--- src/rtl/fp32_pkg.sv ---
// Shared constants, encodings and stage payload types for the fp32 -> int32 converter.
package fp32_pkg;

   typedef enum logic [1:0] {
      RM_RNE = 2'd0,
      RM_RTZ = 2'd1,
      RM_RUP = 2'd2,
      RM_RDN = 2'd3
   } rmode_e;

   typedef enum logic [1:0] {
      CLS_ZERO   = 2'd0,
      CLS_FINITE = 2'd1,
      CLS_INF    = 2'd2,
      CLS_NAN    = 2'd3
   } fp_cls_e;

   localparam int unsigned FLG_INV = 4;
   localparam int unsigned FLG_DZ  = 3;
   localparam int unsigned FLG_OF  = 2;
   localparam int unsigned FLG_UF  = 1;
   localparam int unsigned FLG_INX = 0;

   localparam logic [31:0] INT32_MAX    = 32'h7FFF_FFFF;
   localparam logic [31:0] INT32_MIN    = 32'h8000_0000;
   localparam int          FP32_BIAS    = 127;
   localparam int          FP32_MANT_W  = 23;
   localparam logic [7:0]  FP32_EXP_INF = 8'hFF;

   // Exponent at which the significand LSB has weight 2^0.
   localparam logic [9:0]  FP32_INT_OFS = 10'(FP32_BIAS + FP32_MANT_W);

   typedef struct packed {
      logic        sign;
      fp_cls_e     cls;
      logic [23:0] sig;
      logic [9:0]  shamt;
      rmode_e      rmode;
   } s1_t;

   typedef struct packed {
      logic        sign;
      fp_cls_e     cls;
      logic [31:0] mag;
      logic        guard;
      logic        sticky;
      logic        range;
      rmode_e      rmode;
   } s2_t;

   function automatic fp_cls_e fp32_classify(input logic [7:0] exp, input logic [22:0] man);
      if (exp == FP32_EXP_INF) return (man != '0) ? CLS_NAN : CLS_INF;
      if (exp == 8'd0 && man == '0) return CLS_ZERO;
      return CLS_FINITE;
   endfunction

endpackage

--- src/rtl/fp32_int_align.sv ---
// Combinational alignment of a 24-bit significand to a 32-bit integer magnitude,
// producing guard/sticky for right shifts and a range flag for oversize left shifts.
module fp32_int_align
   import fp32_pkg::*;
(
   input  logic [23:0] sig_i,
   input  logic [9:0]  shamt_i,
   output logic [31:0] mag_o,
   output logic        guard_o,
   output logic        sticky_o,
   output logic        range_o
);

   logic [48:0] ext;
   logic [9:0]  rsh;

   always_comb begin
      mag_o    = '0;
      guard_o  = 1'b0;
      sticky_o = 1'b0;
      range_o  = 1'b0;
      ext      = '0;
      rsh      = '0;
      if (!shamt_i[9]) begin
         if ($signed(shamt_i) > 10'sd8) begin
            range_o = 1'b1;
         end else begin
            mag_o = {8'b0, sig_i} << shamt_i[3:0];
         end
      end else begin
         rsh = -shamt_i;
         if (rsh > 10'd25) begin
            sticky_o = |sig_i;
         end else begin
            // 25 fraction bits below the significand catch guard and sticky.
            ext      = {sig_i, 25'b0} >> rsh[4:0];
            mag_o    = {8'b0, ext[48:25]};
            guard_o  = ext[24];
            sticky_o = |ext[23:0];
         end
      end
   end

endmodule

--- src/rtl/fp32_to_int32_conv.sv ---
// Three-stage fp32 -> int32 converter: unpack/classify, align, round/saturate.
// One stall domain: every stage advances only when the output slot can move.
module fp32_to_int32_conv
   import fp32_pkg::*;
(
   input  logic        clk,
   input  logic        rst,
   input  logic        in_valid,
   output logic        in_ready,
   input  logic [31:0] a,
   input  logic [1:0]  rmode,
   output logic        out_valid,
   input  logic        out_ready,
   output logic [31:0] result,
   output logic [4:0]  flags
);

   logic        advance;
   logic        s1_valid_q, s2_valid_q, s3_valid_q;
   s1_t         s1_d, s1_q;
   s2_t         s2_d, s2_q;
   logic [31:0] result_d, result_q;
   logic [4:0]  flags_d, flags_q;

   logic [7:0]  exp;
   logic [7:0]  exp_eff;
   logic        inc;
   logic [32:0] rnd;
   logic        oor;

   assign advance   = !s3_valid_q || out_ready;
   assign in_ready  = advance;
   assign out_valid = s3_valid_q;
   assign result    = result_q;
   assign flags     = flags_q;

   always_comb begin
      exp        = a[30:23];
      exp_eff    = (exp == 8'd0) ? 8'd1 : exp;
      s1_d.sign  = a[31];
      s1_d.cls   = fp32_classify(exp, a[22:0]);
      s1_d.sig   = {exp != 8'd0, a[22:0]};
      s1_d.shamt = {2'b00, exp_eff} - FP32_INT_OFS;
      s1_d.rmode = rmode_e'(rmode);
   end

   fp32_int_align u_align (
      .sig_i    (s1_q.sig),
      .shamt_i  (s1_q.shamt),
      .mag_o    (s2_d.mag),
      .guard_o  (s2_d.guard),
      .sticky_o (s2_d.sticky),
      .range_o  (s2_d.range)
   );

   assign s2_d.sign  = s1_q.sign;
   assign s2_d.cls   = s1_q.cls;
   assign s2_d.rmode = s1_q.rmode;

   always_comb begin
      inc = 1'b0;
      unique case (s2_q.rmode)
         RM_RNE: inc = s2_q.guard & (s2_q.sticky | s2_q.mag[0]);
         RM_RTZ: inc = 1'b0;
         RM_RUP: inc = !s2_q.sign & (s2_q.guard | s2_q.sticky);
         RM_RDN: inc = s2_q.sign & (s2_q.guard | s2_q.sticky);
         default: inc = 1'b0;
      endcase
      rnd = {1'b0, s2_q.mag} + {32'b0, inc};
      // Negative side reaches one further: -2^31 is representable.
      oor = s2_q.range | (s2_q.sign ? (rnd > 33'h0_8000_0000) : (rnd > 33'h0_7FFF_FFFF));

      result_d = '0;
      flags_d  = '0;
      unique case (s2_q.cls)
         CLS_ZERO: begin
            result_d = '0;
         end
         CLS_NAN: begin
            result_d         = INT32_MIN;
            flags_d[FLG_INV] = 1'b1;
         end
         CLS_INF: begin
            result_d         = s2_q.sign ? INT32_MIN : INT32_MAX;
            flags_d[FLG_INV] = 1'b1;
         end
         CLS_FINITE: begin
            if (oor) begin
               result_d         = s2_q.sign ? INT32_MIN : INT32_MAX;
               flags_d[FLG_INV] = 1'b1;
            end else begin
               result_d         = s2_q.sign ? (~rnd[31:0] + 32'd1) : rnd[31:0];
               flags_d[FLG_INX] = s2_q.guard | s2_q.sticky;
            end
         end
         default: result_d = '0;
      endcase
      flags_d[FLG_DZ] = 1'b0;
      flags_d[FLG_OF] = 1'b0;
      flags_d[FLG_UF] = 1'b0;
   end

   always_ff @(posedge clk or negedge rst) begin
      if (!rst) begin
         s1_valid_q <= 1'b0;
         s2_valid_q <= 1'b0;
         s3_valid_q <= 1'b0;
         s1_q       <= '0;
         s2_q       <= '0;
         result_q   <= '0;
         flags_q    <= '0;
      end else if (advance) begin
         s1_valid_q <= in_valid;
         s2_valid_q <= s1_valid_q;
         s3_valid_q <= s2_valid_q;
         s1_q       <= s1_d;
         s2_q       <= s2_d;
         result_q   <= result_d;
         flags_q    <= flags_d;
      end
   end

endmodule

--- config.mk ---
export PLATFORM = sky130hd
export DESIGN_NAME = fp32_to_int32_conv
export DESIGN_NICKNAME = d
export VERILOG_FILES = /design/src/rtl/fp32_pkg.sv /design/src/rtl/fp32_int_align.sv /design/src/rtl/fp32_to_int32_conv.sv
export SDC_FILE = /design/constraint.sdc
export NUM_CORES = 1
export LEC_CHECK = 0
export CORE_ASPECT_RATIO = 0.8
export CORE_UTILIZATION = 60
export CTS_CLUSTER_SIZE = 30
export DETAILED_ROUTE_END_ITERATION = 16
export GPL_TIMING_DRIVEN = 0
export PLACE_DENSITY = 0.82
export SLEW_MARGIN = 25
export SYNTH_ARGS = -nofsm -noshare
export SYNTH_HDL_FRONTEND = slang
export SYNTH_SLANG_ARGS = --single-unit
--- constraint.sdc ---
create_clock -name clk -period 5.8 [get_ports clk]
set_clock_uncertainty 0.05 [all_clocks]
set_input_delay 1.45 -clock clk [delete_from_list [all_inputs] [get_ports clk]]
set_output_delay 1.45 -clock clk [all_outputs]
set_load 0.1 [all_outputs]
==> impl_metrics.prom <==
# TYPE chip_impl_metric gauge
chip_impl_metric{name="drt_iter0_drc",unit=""} 1581
chip_impl_metric{name="crit_fanout",unit=""} 10
chip_impl_metric{name="nets",unit=""} 1388
chip_impl_metric{name="measured_slew_at_the_worst_slew_check_pin",unit="ns"} 0.9947
chip_impl_metric{name="synthDominantCellAreaShare",unit="%"} 29.76
chip_impl_metric{name="design.core.area",unit="sq mm"} 0.01575
chip_impl_metric{name="worst-endpoint-arrival",unit="ns"} 5.96
chip_impl_metric{name="totalWireLength",unit="microns"} 34980
chip_impl_metric{name="yosysSeqAreaShare",unit="%"} 29.76
chip_impl_metric{name="grt_usage",unit="%"} 43.10
chip_impl_metric{name="syn_area_per_cell",unit="sq um"} 7.760
chip_impl_metric{name="num_vias",unit=""} 10710
chip_impl_metric{name="floorplan.die.height",unit="microns"} 115.5
chip_impl_metric{name="initial_utilization",unit="%"} 61.40
chip_impl_metric{name="synth-edff-count",unit=""} 0
chip_impl_metric{name="io_buffers",unit=""} 73
chip_impl_metric{name="syn_area",unit="sq mm"} 0.009669
chip_impl_metric{name="cts.reportedPaths.clkPinSlew",unit="ns"} 0.06
chip_impl_info{name="tritoncts_clock_tree",value="built"} 1
chip_impl_metric{name="power_per_cell_area",unit="mW/mm^2"} 568.5
chip_impl_metric{name="finalCritPeriodShare",unit="%"} 99.22
chip_impl_metric{name="worst-endpoint-required",unit="ns"} 6.01
chip_impl_metric{name="clockBufferDepth",unit=""} 2
chip_impl_metric{name="clock_latency",unit="ns"} 0.43
chip_impl_metric{name="floorplan.die_area",unit="sq mm"} 0.01663
chip_impl_metric{name="floorplan.rows",unit=""} 41
chip_impl_metric{name="postSynth.asyncResetShare",unit="%"} 100.0
chip_impl_metric{name="routed_via_density",unit=""} 6.817
chip_impl_metric{name="grt_pass1_vias",unit=""} 9780
chip_impl_metric{name="drcViolationCount",unit=""} 0
chip_impl_metric{name="area_delta_synth_final",unit="%"} 18.03
chip_impl_info{name="critPathKind",value="reg -> reg"} 1
chip_impl_metric{name="drive_gt1_share",unit="%"} 9.808
chip_impl_metric{name="placed_area",unit="sq mm"} 0.01071
chip_impl_metric{name="grt_residual_overflow",unit=""} 0
chip_impl_info{name="synth_flop_cell",value="sky130_fd_sc_hd__dfrtp_1"} 1
chip_impl_metric{name="ir_worst_vdd",unit="mV"} 0.3941
chip_impl_metric{name="timing_hold_violations_final",unit=""} 0
chip_impl_metric{name="max_cap_violations",unit=""} 0
chip_impl_info{name="outcome",value="finished clean"} 1
chip_impl_metric{name="antenna_left",unit=""} 0
chip_impl_metric{name="power.leakage",unit="nW"} 4.650
chip_impl_metric{name="nFillCells",unit=""} 1282
chip_impl_info{name="worst_setup_path_start_kind",value="flip-flop"} 1
chip_impl_metric{name="final.hold.worst_slack",unit="ns"} 0.4161
chip_impl_metric{name="gp_congestion",unit=""} 1.035
chip_impl_metric{name="dp_hpwl",unit="microns"} 26730
chip_impl_metric{name="maximum_number_of_pins_on_one_net_before_global_route_repair",unit=""} 75
chip_impl_metric{name="setup_viol",unit=""} 0
chip_impl_metric{name="cts_inserted_buffers",unit=""} 17
chip_impl_metric{name="synth_cell_type_count",unit=""} 78
chip_impl_info{name="timing.hold.worst.class",value="reg -> reg"} 1
chip_impl_metric{name="io-pin-count",unit=""} 77
chip_impl_metric{name="final_area",unit="sq mm"} 0.01141
chip_impl_metric{name="first_pass_grt_wire_length",unit="microns"} 53520
chip_impl_metric{name="clock_sinks",unit=""} 115
chip_impl_metric{name="die_x",unit="microns"} 143.9
chip_impl_metric{name="route.detailed.wl_per_inst",unit="microns"} 22.27
chip_impl_metric{name="synthesis.yosys.warnings",unit=""} 0
chip_impl_info{name="synth_area_leaders",value="sky130_fd_sc_hd__dfrtp_1, sky130_fd_sc_hd__nand2_1, sky130_fd_sc_hd__nor2_1"} 1
chip_impl_metric{name="drt_pass1_iterations",unit=""} 6
chip_impl_metric{name="max_slew_margin",unit="%"} 33.48
chip_impl_metric{name="cts_max_level",unit=""} 4
chip_impl_metric{name="period_minus_slack",unit="ns"} 5.755
chip_impl_metric{name="antenna_cells",unit=""} 0
chip_impl_metric{name="ys_ff_latch",unit=""} 115
chip_impl_metric{name="max_freq",unit="MHz"} 173.8
chip_impl_info{name="critPathCaptureType",value="flip-flop"} 1
chip_impl_metric{name="synthesis.instances",unit=""} 1246
chip_impl_info{name="yosysTopAreaCell",value="sky130_fd_sc_hd__dfrtp_1"} 1
chip_impl_metric{name="slew_violations",unit=""} 0
chip_impl_metric{name="cts_hold_buffers",unit=""} 0
chip_impl_info{name="clockRootBuffer",value="sky130_fd_sc_hd__clkbuf_16"} 1
chip_impl_metric{name="antenna_found_initial",unit=""} 1
## worst max-delay path: stages, from the launching register on
cell	delay, ns
sky130_fd_sc_hd__dfrtp_1	0.54
sky130_fd_sc_hd__clkbuf_4	0.30
sky130_fd_sc_hd__clkbuf_4	0.27
sky130_fd_sc_hd__nand2_1	0.09
sky130_fd_sc_hd__xnor2_1	0.14
sky130_fd_sc_hd__nor3_2	0.35
sky130_fd_sc_hd__ha_2	0.33
sky130_fd_sc_hd__ha_1	0.41
sky130_fd_sc_hd__inv_1	0.12
sky130_fd_sc_hd__ha_1	0.21
sky130_fd_sc_hd__inv_1	0.09
sky130_fd_sc_hd__o32ai_2	0.38
sky130_fd_sc_hd__nor4b_2	0.39
sky130_fd_sc_hd__nor2b_4	0.33
sky130_fd_sc_hd__nand3_1	0.16
sky130_fd_sc_hd__o31ai_2	0.54
sky130_fd_sc_hd__nand2_1	0.23
sky130_fd_sc_hd__buf_2	0.28
sky130_fd_sc_hd__a211oi_1	0.26
sky130_fd_sc_hd__a211oi_1	0.09
## path summary, 6_finish.rpt
check | start | endpoint | slack [ns] | cells past startpoint
setup / recovery | s2_q[39] | result[10] | 0.05 | 19
min in group asynchronous | rst | result[2] | 0.88 | 1
max in group asynchronous | rst | s1_q[3] | 4.10 | 2
hold / removal | s1_q[38] | s1_q[38] | 0.42 | 2
setup reg to reg | s2_q[39] | result[10] | 0.05 | 19
hold reg to reg | s1_q[38] | s1_q[38] | 0.42 | 2
## metal layers
metal	track usage, %	vias to the layer above	wire length, microns
met5	1.170	-	6
met4	10.21	2	544
met3	18.31	82	6208
met2	57.55	862	13720
met1	63.32	5027	14500
li1	-	4736	-
## final cells by class
class                   count  area (sq um)  share of cell area, %
well taps                 215         269.0                  2.357
clock buffers              18         439.2                  3.848
clock inverters            14         140.1                  1.228
flip-flops and latches    115          2878                  25.22
plain buffers             100         425.4                  3.728
inverters                  19         71.32                 0.6249
multi-input cells        1013          6409                  56.16
repair buffers             77         780.7                  6.841
## through the flow
step	TNS (ns)	util (%)	instances	setup slack (ns)	total power, mW
6_report	0	72.46	1571	0.04539	6.488
5_1_grt	-0.01570	72.46	1571	-0.01570	6.752
4_1_cts	-0.005817	71.87	1569	-0.005817	6.305
3_5_place_dp	-24.34	67.97	1537	-1.011	5.229
3_3_place_gp	-142.73	67.79	1536	-1.048	5.197
2_1_floorplan	0	-	1248	1.201	4.146
## kinds of logic (layout without fill, tap and decap cells)
family                   count (synthesis)  in the layout  synth area share [%]
AO/OA/AOI/OAI                          303            303                 19.97
XOR/XNOR                                52             52                 4.710
adder cells (fa/ha/maj)                  7              7                0.9058
buffers and inverters                  120            228                 5.047
flip-flops                             115            115                 29.76
multiplexers                            89             89                 12.23
other                                    1              3               0.03878
AND/OR/NAND/NOR                        559            559                 27.34
## power by group
| part | leakage, nW | internal, mW | switching, mW |
|---|---|---|---|
| Combinational | 2.95 | 1.25 | 2.86 |
| Sequential | 1.42 | 1.05 | 0.263 |
| Clock | 0.287 | 0.615 | 0.444 |
## registers in the layout, indices dropped and copies added (netlist names)
name / cells
s1_valid_q: 1
flags: 2
out_valid: 1
s2_q: 40
s1_q: 38
result: 32
s2_valid_q: 1
## cell usage after synthesis (8+ instances only)
library cell	instances
sky130_fd_sc_hd__nor3_1	33
sky130_fd_sc_hd__xor2_1	21
sky130_fd_sc_hd__inv_1	17
sky130_fd_sc_hd__o31ai_1	8
sky130_fd_sc_hd__a21oi_1	79
sky130_fd_sc_hd__nor4_1	30
sky130_fd_sc_hd__nand2_1	226
sky130_fd_sc_hd__nor2b_1	11
sky130_fd_sc_hd__xnor2_1	31
sky130_fd_sc_hd__clkbuf_1	66
sky130_fd_sc_hd__a211oi_1	22
sky130_fd_sc_hd__and3_1	21
sky130_fd_sc_hd__nor2_1	128
sky130_fd_sc_hd__mux2_2	23
sky130_fd_sc_hd__o21ai_0	76
sky130_fd_sc_hd__mux4_2	21
sky130_fd_sc_hd__a22o_1	8
sky130_fd_sc_hd__a31oi_1	23
sky130_fd_sc_hd__mux2i_1	45
sky130_fd_sc_hd__o21a_1	15
sky130_fd_sc_hd__and2_1	8
sky130_fd_sc_hd__dfrtp_1	115
sky130_fd_sc_hd__o221ai_1	8
sky130_fd_sc_hd__buf_1	17
sky130_fd_sc_hd__o22ai_1	9
sky130_fd_sc_hd__nand4_1	28
sky130_fd_sc_hd__nand3_1	28
sky130_fd_sc_hd__buf_2	10
## cells in the final DEF (no fill, tap or decap), types with 17 or more instances in the layout
master	n
sky130_fd_sc_hd__mux2i_1	45
sky130_fd_sc_hd__and3_1	20
sky130_fd_sc_hd__a21oi_1	79
sky130_fd_sc_hd__clkdlybuf4s50_1	71
sky130_fd_sc_hd__nor3_1	30
sky130_fd_sc_hd__inv_1	17
sky130_fd_sc_hd__clkbuf_1	61
sky130_fd_sc_hd__xnor2_1	30
sky130_fd_sc_hd__xor2_1	19
sky130_fd_sc_hd__mux2_2	23
sky130_fd_sc_hd__clkbuf_16	17
sky130_fd_sc_hd__o21ai_0	76
sky130_fd_sc_hd__nor4_1	27
sky130_fd_sc_hd__nand2_1	226
sky130_fd_sc_hd__nor2_1	128
sky130_fd_sc_hd__nand4_1	28
sky130_fd_sc_hd__dfrtp_1	115
sky130_fd_sc_hd__mux4_2	21
sky130_fd_sc_hd__a31oi_1	23
sky130_fd_sc_hd__nand3_1	28
sky130_fd_sc_hd__a211oi_1	22
## repair_timing
action / 4_1_cts / 5_1_grt
pin swaps: 0 / 2
gates resized for setup: 11 / 18
buffers inserted: 0 / 3
setup endpoints to repair: 36 / 40
Note: power is estimated with default switching activity, not from simulation.
